<file path="config.mk">
export PLATFORM = sky130hd
export DESIGN_NAME = wbs_banked_mem_port_flat
export DESIGN_NICKNAME = d
export VERILOG_FILES = /design/src/rtl/wbs_banked_mem_port_if.sv /design/src/rtl/wbs_banked_mem_port.sv /design/src/flat_wrapper.sv
export SDC_FILE = /design/constraint.sdc
export NUM_CORES = 1
export LEC_CHECK = 0
export BUFFER_PORTS_ARGS = -buffer_cell sky130_fd_sc_hd__buf_2
export CORE_AREA = 2 2 273 275
export CTS_CLUSTER_DIAMETER = 30
export CTS_CLUSTER_SIZE = 10
export DETAILED_ROUTE_END_ITERATION = 8
export DIE_AREA = 0 0 275 277
export PLACE_DENSITY = 0.39
export SKIP_CTS_REPAIR_TIMING = 1
export SLEW_MARGIN = 20
export SYNTH_ARGS = -nofsm -noshare
export SYNTH_HDL_FRONTEND = slang
export SYNTH_SLANG_ARGS = --single-unit
</file>
<file path="constraint.sdc">
create_clock -name wb_clk_i -period 2.4 [get_ports wb_clk_i]
set_clock_uncertainty 0.2 [all_clocks]
set_input_delay 0.12 -clock wb_clk_i [delete_from_list [all_inputs] [get_ports wb_clk_i]]
set_output_delay 0.12 -clock wb_clk_i [all_outputs]
set_load 0.01 [all_outputs]
</file>
<file path="src/rtl/wbs_banked_mem_port_if.sv">
// wbs_banked_mem_port_if: Wishbone classic slave bus bundle (stb/cyc/we/sel/dat/adr in, ack/dat out)
interface wbs_banked_mem_port_if;
  logic wbs_stb_i, wbs_cyc_i, wbs_we_i, wbs_ack_o;
  logic [3:0] wbs_sel_i;
  logic [31:0] wbs_dat_i, wbs_adr_i, wbs_dat_o;
  modport master(output wbs_stb_i, wbs_cyc_i, wbs_we_i, wbs_sel_i, wbs_dat_i, wbs_adr_i, input wbs_ack_o, wbs_dat_o);
  modport slave(input wbs_stb_i, wbs_cyc_i, wbs_we_i, wbs_sel_i, wbs_dat_i, wbs_adr_i, output wbs_ack_o, wbs_dat_o);
endinterface

</file>
<file path="src/rtl/wbs_banked_mem_port.sv">
// wbs_banked_mem_port: Wishbone word access to NUM_BANKS wide SRAM banks (wbs bus, wbs_debug enable, mem_* SRAM port 0)
module wbs_banked_mem_port #(
  parameter int MEM_WIDTH = 64,
  parameter int MEM_DEPTH = 64,
  parameter int NUM_BANKS = 8,
  parameter logic [31:0] BASE_ADDR = 32'h3200_0000,
  parameter logic [31:0] ADDR_MASK = 32'hFF00_0000,
  parameter int READ_LATENCY = 1,
  localparam int ADDR_W = MEM_DEPTH > 1 ? $clog2(MEM_DEPTH) : 1
) (
  input  logic wb_clk_i,
  input  logic wb_rst_i,
  wbs_banked_mem_port_if.slave wbs,
  input  logic wbs_debug,
  output logic [NUM_BANKS-1:0] mem_csb0,
  output logic [NUM_BANKS-1:0] mem_web0,
  output logic [ADDR_W-1:0] mem_addr0,
  output logic [MEM_WIDTH-1:0] mem_wdata0,
  input  logic [NUM_BANKS*MEM_WIDTH-1:0] mem_rdata0
);
  localparam int W = (MEM_WIDTH + 31) / 32;
  localparam int WS_W = W > 1 ? $clog2(W) : 1;
  localparam int BANK_W = NUM_BANKS > 1 ? $clog2(NUM_BANKS) : 1;
  localparam int EW = W * 32;
  typedef enum logic [2:0] {IDLE, WRITE, READ, WAIT, ACK} state_t;
  state_t state, state_d;
  logic [EW-1:0] stage, stage_d, rbuf, rbuf_d, wfull;
  logic rvalid, rvalid_d;
  logic [BANK_W+ADDR_W-1:0] tag, tag_d;
  logic [WS_W-1:0] word, word_d, a_word;
  logic [BANK_W-1:0] bank, bank_d, a_bank;
  logic [ADDR_W-1:0] entry, entry_d, a_entry;
  logic [MEM_WIDTH-1:0] wdata, wdata_d;
  logic [31:0] dat, dat_d;
  logic [2:0] cnt, cnt_d;
  logic req, bad, hit, top;
  function automatic logic [31:0] merge(input logic [31:0] o, input logic [31:0] n, input logic [3:0] s);
    for (int i = 0; i < 4; i++) merge[8*i +: 8] = s[i] ? n[8*i +: 8] : o[8*i +: 8];
  endfunction
  assign a_word = wbs.wbs_adr_i[WS_W-1:0];
  assign a_bank = wbs.wbs_adr_i[WS_W +: BANK_W];
  assign a_entry = wbs.wbs_adr_i[WS_W+BANK_W +: ADDR_W];
  assign req = wbs.wbs_stb_i && wbs.wbs_cyc_i && ((wbs.wbs_adr_i & ADDR_MASK) == BASE_ADDR);
  assign bad = !wbs_debug || 32'(a_word) >= W || 32'(a_bank) >= NUM_BANKS || 32'(a_entry) >= MEM_DEPTH;
  // word 0 always refetches so a fresh read sequence never sees stale SRAM contents
  assign hit = rvalid && tag == {a_bank, a_entry} && a_word != '0;
  assign top = 32'(a_word) == W - 1;
  always_comb begin
    state_d = state;
    stage_d = stage;
    rbuf_d = rbuf;
    rvalid_d = rvalid;
    tag_d = tag;
    word_d = word;
    bank_d = bank;
    entry_d = entry;
    wdata_d = wdata;
    dat_d = dat;
    cnt_d = cnt;
    wfull = stage;
    wfull[int'(a_word)*32 +: 32] = merge(stage[int'(a_word)*32 +: 32], wbs.wbs_dat_i, wbs.wbs_sel_i);
    case (state)
      IDLE: if (req) begin
        word_d = a_word;
        bank_d = a_bank;
        entry_d = a_entry;
        state_d = ACK;
        if (bad || wbs.wbs_we_i) dat_d = '0;
        if (bad) state_d = ACK;
        else if (wbs.wbs_we_i && top) begin
          wdata_d = wfull[MEM_WIDTH-1:0];
          state_d = WRITE;
        end else if (wbs.wbs_we_i) stage_d = wfull;
        else if (hit) dat_d = rbuf[int'(a_word)*32 +: 32];
        else begin
          cnt_d = '0;
          state_d = READ;
        end
      end
      WRITE: begin
        stage_d = '0;
        // keep the read buffer coherent with the entry just committed
        if (rvalid && tag == {bank, entry}) rbuf_d = EW'(wdata);
        state_d = ACK;
      end
      READ: state_d = WAIT;
      WAIT: if (cnt == 3'(READ_LATENCY - 1)) begin
        rbuf_d = EW'(mem_rdata0[int'(bank)*MEM_WIDTH +: MEM_WIDTH]);
        rvalid_d = 1'b1;
        tag_d = {bank, entry};
        dat_d = rbuf_d[int'(word)*32 +: 32];
        state_d = ACK;
      end else cnt_d = cnt + 3'd1;
      default: state_d = IDLE;
    endcase
  end
  always_ff @(posedge wb_clk_i) begin
    if (wb_rst_i) begin
      state <= IDLE;
      stage <= '0;
      rbuf <= '0;
      rvalid <= 1'b0;
      tag <= '0;
      word <= '0;
      bank <= '0;
      entry <= '0;
      wdata <= '0;
      dat <= '0;
      cnt <= '0;
    end else begin
      state <= state_d;
      stage <= stage_d;
      rbuf <= rbuf_d;
      rvalid <= rvalid_d;
      tag <= tag_d;
      word <= word_d;
      bank <= bank_d;
      entry <= entry_d;
      wdata <= wdata_d;
      dat <= dat_d;
      cnt <= cnt_d;
    end
  end
  assign wbs.wbs_ack_o = state == ACK;
  assign wbs.wbs_dat_o = dat;
  assign mem_csb0 = (state == WRITE || state == READ) ? ~(NUM_BANKS'(1) << bank) : '1;
  assign mem_web0 = state == WRITE ? ~(NUM_BANKS'(1) << bank) : '1;
  assign mem_addr0 = entry;
  assign mem_wdata0 = wdata;
endmodule

</file>
<file path="src/flat_wrapper.sv">
// flat-port wrapper written by rule: the top's interface ports become plain ports
module wbs_banked_mem_port_flat 
#(
  parameter int MEM_WIDTH = 64,
  parameter int MEM_DEPTH = 64,
  parameter int NUM_BANKS = 8,
  parameter logic [31:0] BASE_ADDR = 32'h3200_0000,
  parameter logic [31:0] ADDR_MASK = 32'hFF00_0000,
  parameter int READ_LATENCY = 1,
  localparam int ADDR_W = MEM_DEPTH > 1 ? $clog2(MEM_DEPTH) : 1
)
  (wb_clk_i, wb_rst_i, wbs_debug, mem_csb0, mem_web0, mem_addr0, mem_wdata0, mem_rdata0, wbs_wbs_stb_i, wbs_wbs_cyc_i, wbs_wbs_we_i, wbs_wbs_sel_i, wbs_wbs_dat_i, wbs_wbs_adr_i, wbs_wbs_ack_o, wbs_wbs_dat_o);
  wbs_banked_mem_port_if wbs_i ();
  input  logic wb_clk_i;
  input  logic wb_rst_i;
  input  logic wbs_debug;
  output logic [NUM_BANKS-1:0] mem_csb0;
  output logic [NUM_BANKS-1:0] mem_web0;
  output logic [ADDR_W-1:0] mem_addr0;
  output logic [MEM_WIDTH-1:0] mem_wdata0;
  input  logic [NUM_BANKS*MEM_WIDTH-1:0] mem_rdata0;
  input wire logic [$bits(wbs_i.wbs_stb_i)-1:0] wbs_wbs_stb_i;
  input wire logic [$bits(wbs_i.wbs_cyc_i)-1:0] wbs_wbs_cyc_i;
  input wire logic [$bits(wbs_i.wbs_we_i)-1:0] wbs_wbs_we_i;
  input wire logic [$bits(wbs_i.wbs_sel_i)-1:0] wbs_wbs_sel_i;
  input wire logic [$bits(wbs_i.wbs_dat_i)-1:0] wbs_wbs_dat_i;
  input wire logic [$bits(wbs_i.wbs_adr_i)-1:0] wbs_wbs_adr_i;
  output wire logic [$bits(wbs_i.wbs_ack_o)-1:0] wbs_wbs_ack_o;
  output wire logic [$bits(wbs_i.wbs_dat_o)-1:0] wbs_wbs_dat_o;
  assign wbs_i.wbs_stb_i = wbs_wbs_stb_i;
  assign wbs_i.wbs_cyc_i = wbs_wbs_cyc_i;
  assign wbs_i.wbs_we_i = wbs_wbs_we_i;
  assign wbs_i.wbs_sel_i = wbs_wbs_sel_i;
  assign wbs_i.wbs_dat_i = wbs_wbs_dat_i;
  assign wbs_i.wbs_adr_i = wbs_wbs_adr_i;
  assign wbs_wbs_ack_o = wbs_i.wbs_ack_o;
  assign wbs_wbs_dat_o = wbs_i.wbs_dat_o;
  wbs_banked_mem_port #(.MEM_WIDTH(MEM_WIDTH), .MEM_DEPTH(MEM_DEPTH), .NUM_BANKS(NUM_BANKS), .BASE_ADDR(BASE_ADDR), .ADDR_MASK(ADDR_MASK), .READ_LATENCY(READ_LATENCY)) u_core (.wb_clk_i(wb_clk_i), .wb_rst_i(wb_rst_i), .wbs(wbs_i), .wbs_debug(wbs_debug), .mem_csb0(mem_csb0), .mem_web0(mem_web0), .mem_addr0(mem_addr0), .mem_wdata0(mem_wdata0), .mem_rdata0(mem_rdata0));
endmodule
</file>
==> results by group <==
Run
  – Max Cap Viol: 0

Timing
  – Slew of the pin with the lowest slew margin: roughly 0.75 ns
  – Fmax: 390 MHz
  – Final max-slew violation count: 0
  – # setup viols final: 13
  – Worst setup margin: -0.161 ns
  – Rel. slew slack: 0.502
  – Final Cycle Share: 1.07
  – Setup TNS: -0.852 ns
  – Crit path time final: ~2.6 ns
  – RSZ-0062 raised after global routing: true
  – Final Hold Vio Count: 13
  – Hold slack: -0.0687 ns

Clock tree
  – Sink Count: 218
  – Clock Tree Buf Depth: 3
  – Worst-path clk slew: about 0.040 ns
  – Clk_lat worst skew: 0.60 ns
  – CTS tree: built
  – CTS Buf Count: 61
  – Htree depth: 2
  – CTS root buffer: clkbuf_16

Global routing
  – First-pass GRT wire length: 129,000 µm
  – Grt ovf: 0
  – Largest net degree at the start of global routing: 80
  – Number of antenna violations at the first check in global routing: 59
  – Vias in the first global route: roughly 17,000
  – All-Layer GR Usage: 0.240

Route
  – Routed wire length per instance: 27.9 µm
  – Iteration-0 DRC count of the detailed router: 1,301
  – Routed vias/inst: 4.84
  – Drt pass-1 iters: 6
  – Post-route ant nets: 0
  – Drc violations: 0
  – Vias: 17,082
  – Final WL: 98,400 µm

Place
  – Port Buffers: 690
  – Final HPWL DP: 80,100 µm
  – Post-placement cell count: between 3,000 and 4,000
  – Routability Congestion: 0.953

Hold path
  – Worst min-delay path class: primary input to flop
  – WHS Path Cells: 5
  – Hold_sp: mem_rdata0[354]

Yosys
  – Post-Synthesis Cells: 1,608
  – Seq/Total Area, Yosys: 0.316
  – Asr flop ratio synth: 0
  – Number of synthesized flops with an enable pin: 0
  – Syn nets: 2,196
  – Synthesized area per cell: 8.58 µm²
  – Top area cells in the synthesized netlist: dfxtp_1 (32%), mux2_2 (8.7%), mux2i_1 (8.1%)
  – Synth area leader: dfxtp_1
  – Primary FF master, synth: dfxtp_1
  – Synth cell count leaders: dfxtp_1 (218), nor2_1 (199), nand2_1 (132)
  – Netlist cell types: 67
  – Most frequent cell after synthesis: dfxtp_1
  – Proportion of netlist area held by the largest area contributor: 0.316
  – YS warnings: 0
  – Seq cells post-synth: 218
  – Post-Syn Area: 13,800 µm²

Final layout
  – Synth-to-Final Area Change: 68.5%
  – Nets: between 3,000 and 4,000
  – Seq. cell area: 4380 µm²
  – Final Instance Count excl. Fillers: between 3,000 and 4,000
  – Fillers: 7,868
  – Fraction of layout instances using a drive strength above 1: 0.498
  – Multi-input logic area: 9090 µm²

Setup path
  – Worst Setup Start Kind: flop
  – Worst Path Max Fanout: 6
  – Worst R2R Start: u_core.bank[2]
  – CP required: 2.08 ns
  – Setup Crit Path Kind: flop to output port
  – Reg2reg path depth: 8
  – Worst setup EP type: output port
  – Data arrival, critical path: 2.24 ns
  – Critical path origin: u_core.bank[1]

Floorplanning
  – Area of the die: 76,200 µm²
  – Num ports: 705
  – Initial Utilization: 0.187
  – Die Ht: 277 µm
  – Core area: 73,600 µm²
  – Row count: 100
  – DIE WIDTH: 275 µm

Power
  – Worst vdd ir: 470 µV
  – Leakage: 9.51 nW
  – Pwr per Cell Area: ~560 nW/µm²

Run status
  – Outcome: complete, but fails checks
  – Violated checks: hold timing, setup timing
## stage by stage
stage	setup WS [ns]	power [mW]	cell area, µm²	utilization
2_1_floorplan	0.310	4.08	13800	-
3_5_place_dp	-0.235	4.86	19300	0.263
4_1_cts	-0.562	13.0	21400	0.291
6_report	-0.161	13.0	23200	0.316
3_3_place_gp	-0.224	4.86	19300	0.263
5_1_grt	-0.194	13.4	23200	0.315
## worst max-delay path, cell delays in order (launching register included)
cell     delay, ns
dfxtp_4       0.39
buf_12        0.15
buf_16        0.13
or3_4         0.45
or3_4         0.40
buf_6         0.13
## final cells by class
cell class	count	share of cell area
sequential	218	0.188
timing repair buffer	977	0.275
clock inverter	32	0.0152
multi-input combinational	1211	0.391
antenna	31	0.00334
inverter	6	0.00108
tap	969	0.0522
clock buffer	82	0.0734
## per-layer routing
| layer | wire length, µm | vias to the layer above | share of wire | GRT usage |
|---|---|---|---|---|
| li1 | - | 7847 | - | - |
| met1 | 38800 | 8257 | 0.39 | 0.290 |
| met2 | 45800 | 782 | 0.47 | 0.382 |
| met3 | 9830 | 166 | 0.10 | 0.0811 |
| met4 | 3800 | 30 | 0.039 | 0.112 |
| met5 | 195 | - | 0.0020 | 0 |
## worst paths after layout
kind                             endpoint  slack (ns)
setup reg to reg  u_core.wbs.wbs_dat_o[0]       -0.12
hold reg to reg          u_core.stage[59]        0.25
hold / removal            u_core.rbuf[34]       -0.07
setup / recovery              mem_web0[0]       -0.16
## power by group
| group | internal [mW] | switching [mW] |
|---|---|---|
| sequential | 3.63 | 0.00108 |
| combinational | 0.673 | 0.635 |
| clock | 5.56 | 2.46 |
## kinds of logic (layout without fill, tap and decap cells)
| family | after synthesis | after routing | share of synthesized area |
|---|---|---|---|
| XOR/XNOR | 19 | 19 | 0.0121 |
| buffers and inverters | 179 | 1097 | 0.0670 |
| other | 0 | 31 | 0 |
| AND/OR/NAND/NOR | 487 | 487 | 0.160 |
| multiplexers | 237 | 237 | 0.198 |
| adder cells (fa/ha/maj) | 2 | 2 | 0.00181 |
| AO/OA/AOI/OAI | 466 | 466 | 0.244 |
| flip-flops | 218 | 218 | 0.316 |
## flip-flops by register name, summed over array words and instances (netlist names), 6 cells and up
register              count
u_core.mem_addr0          6
u_core.mem_wdata0        64
u_core.rbuf              32
u_core.stage             64
u_core.tag                9
u_core.wbs.wbs_dat_o     32
## layout by cell type, fill, tap and decap left out, types with 9 or more instances in the layout
| cell | count |
|---|---|
| a311oi_1 | 37 |
| mux2i_1 | 107 |
| nand3b_1 | 9 |
| mux2_2 | 105 |
| a2bb2oi_1 | 14 |
| a211oi_2 | 29 |
| o221ai_1 | 9 |
| buf_4 | 166 |
| nor2b_1 | 13 |
| a211oi_1 | 93 |
| o22ai_1 | 77 |
| a21oi_1 | 53 |
| buf_6 | 17 |
| nor2_1 | 195 |
| dlygate4sd3_1 | 63 |
| o21ai_0 | 22 |
| buf_2 | 687 |
| clkbuf_16 | 66 |
| a22oi_1 | 42 |
| nand3_1 | 43 |
| buf_12 | 35 |
| and2_1 | 34 |
| clkbuf_8 | 10 |
| diode_2 | 31 |
| mux4_2 | 18 |
| nor3_1 | 13 |
| nand2_1 | 131 |
| dfxtp_1 | 213 |
| a222oi_1 | 17 |
| xor2_1 | 15 |
| clkinv_2 | 15 |
| clkbuf_1 | 11 |
| o22ai_2 | 9 |
No activity file was read; power rests on OpenSTA's default activity.
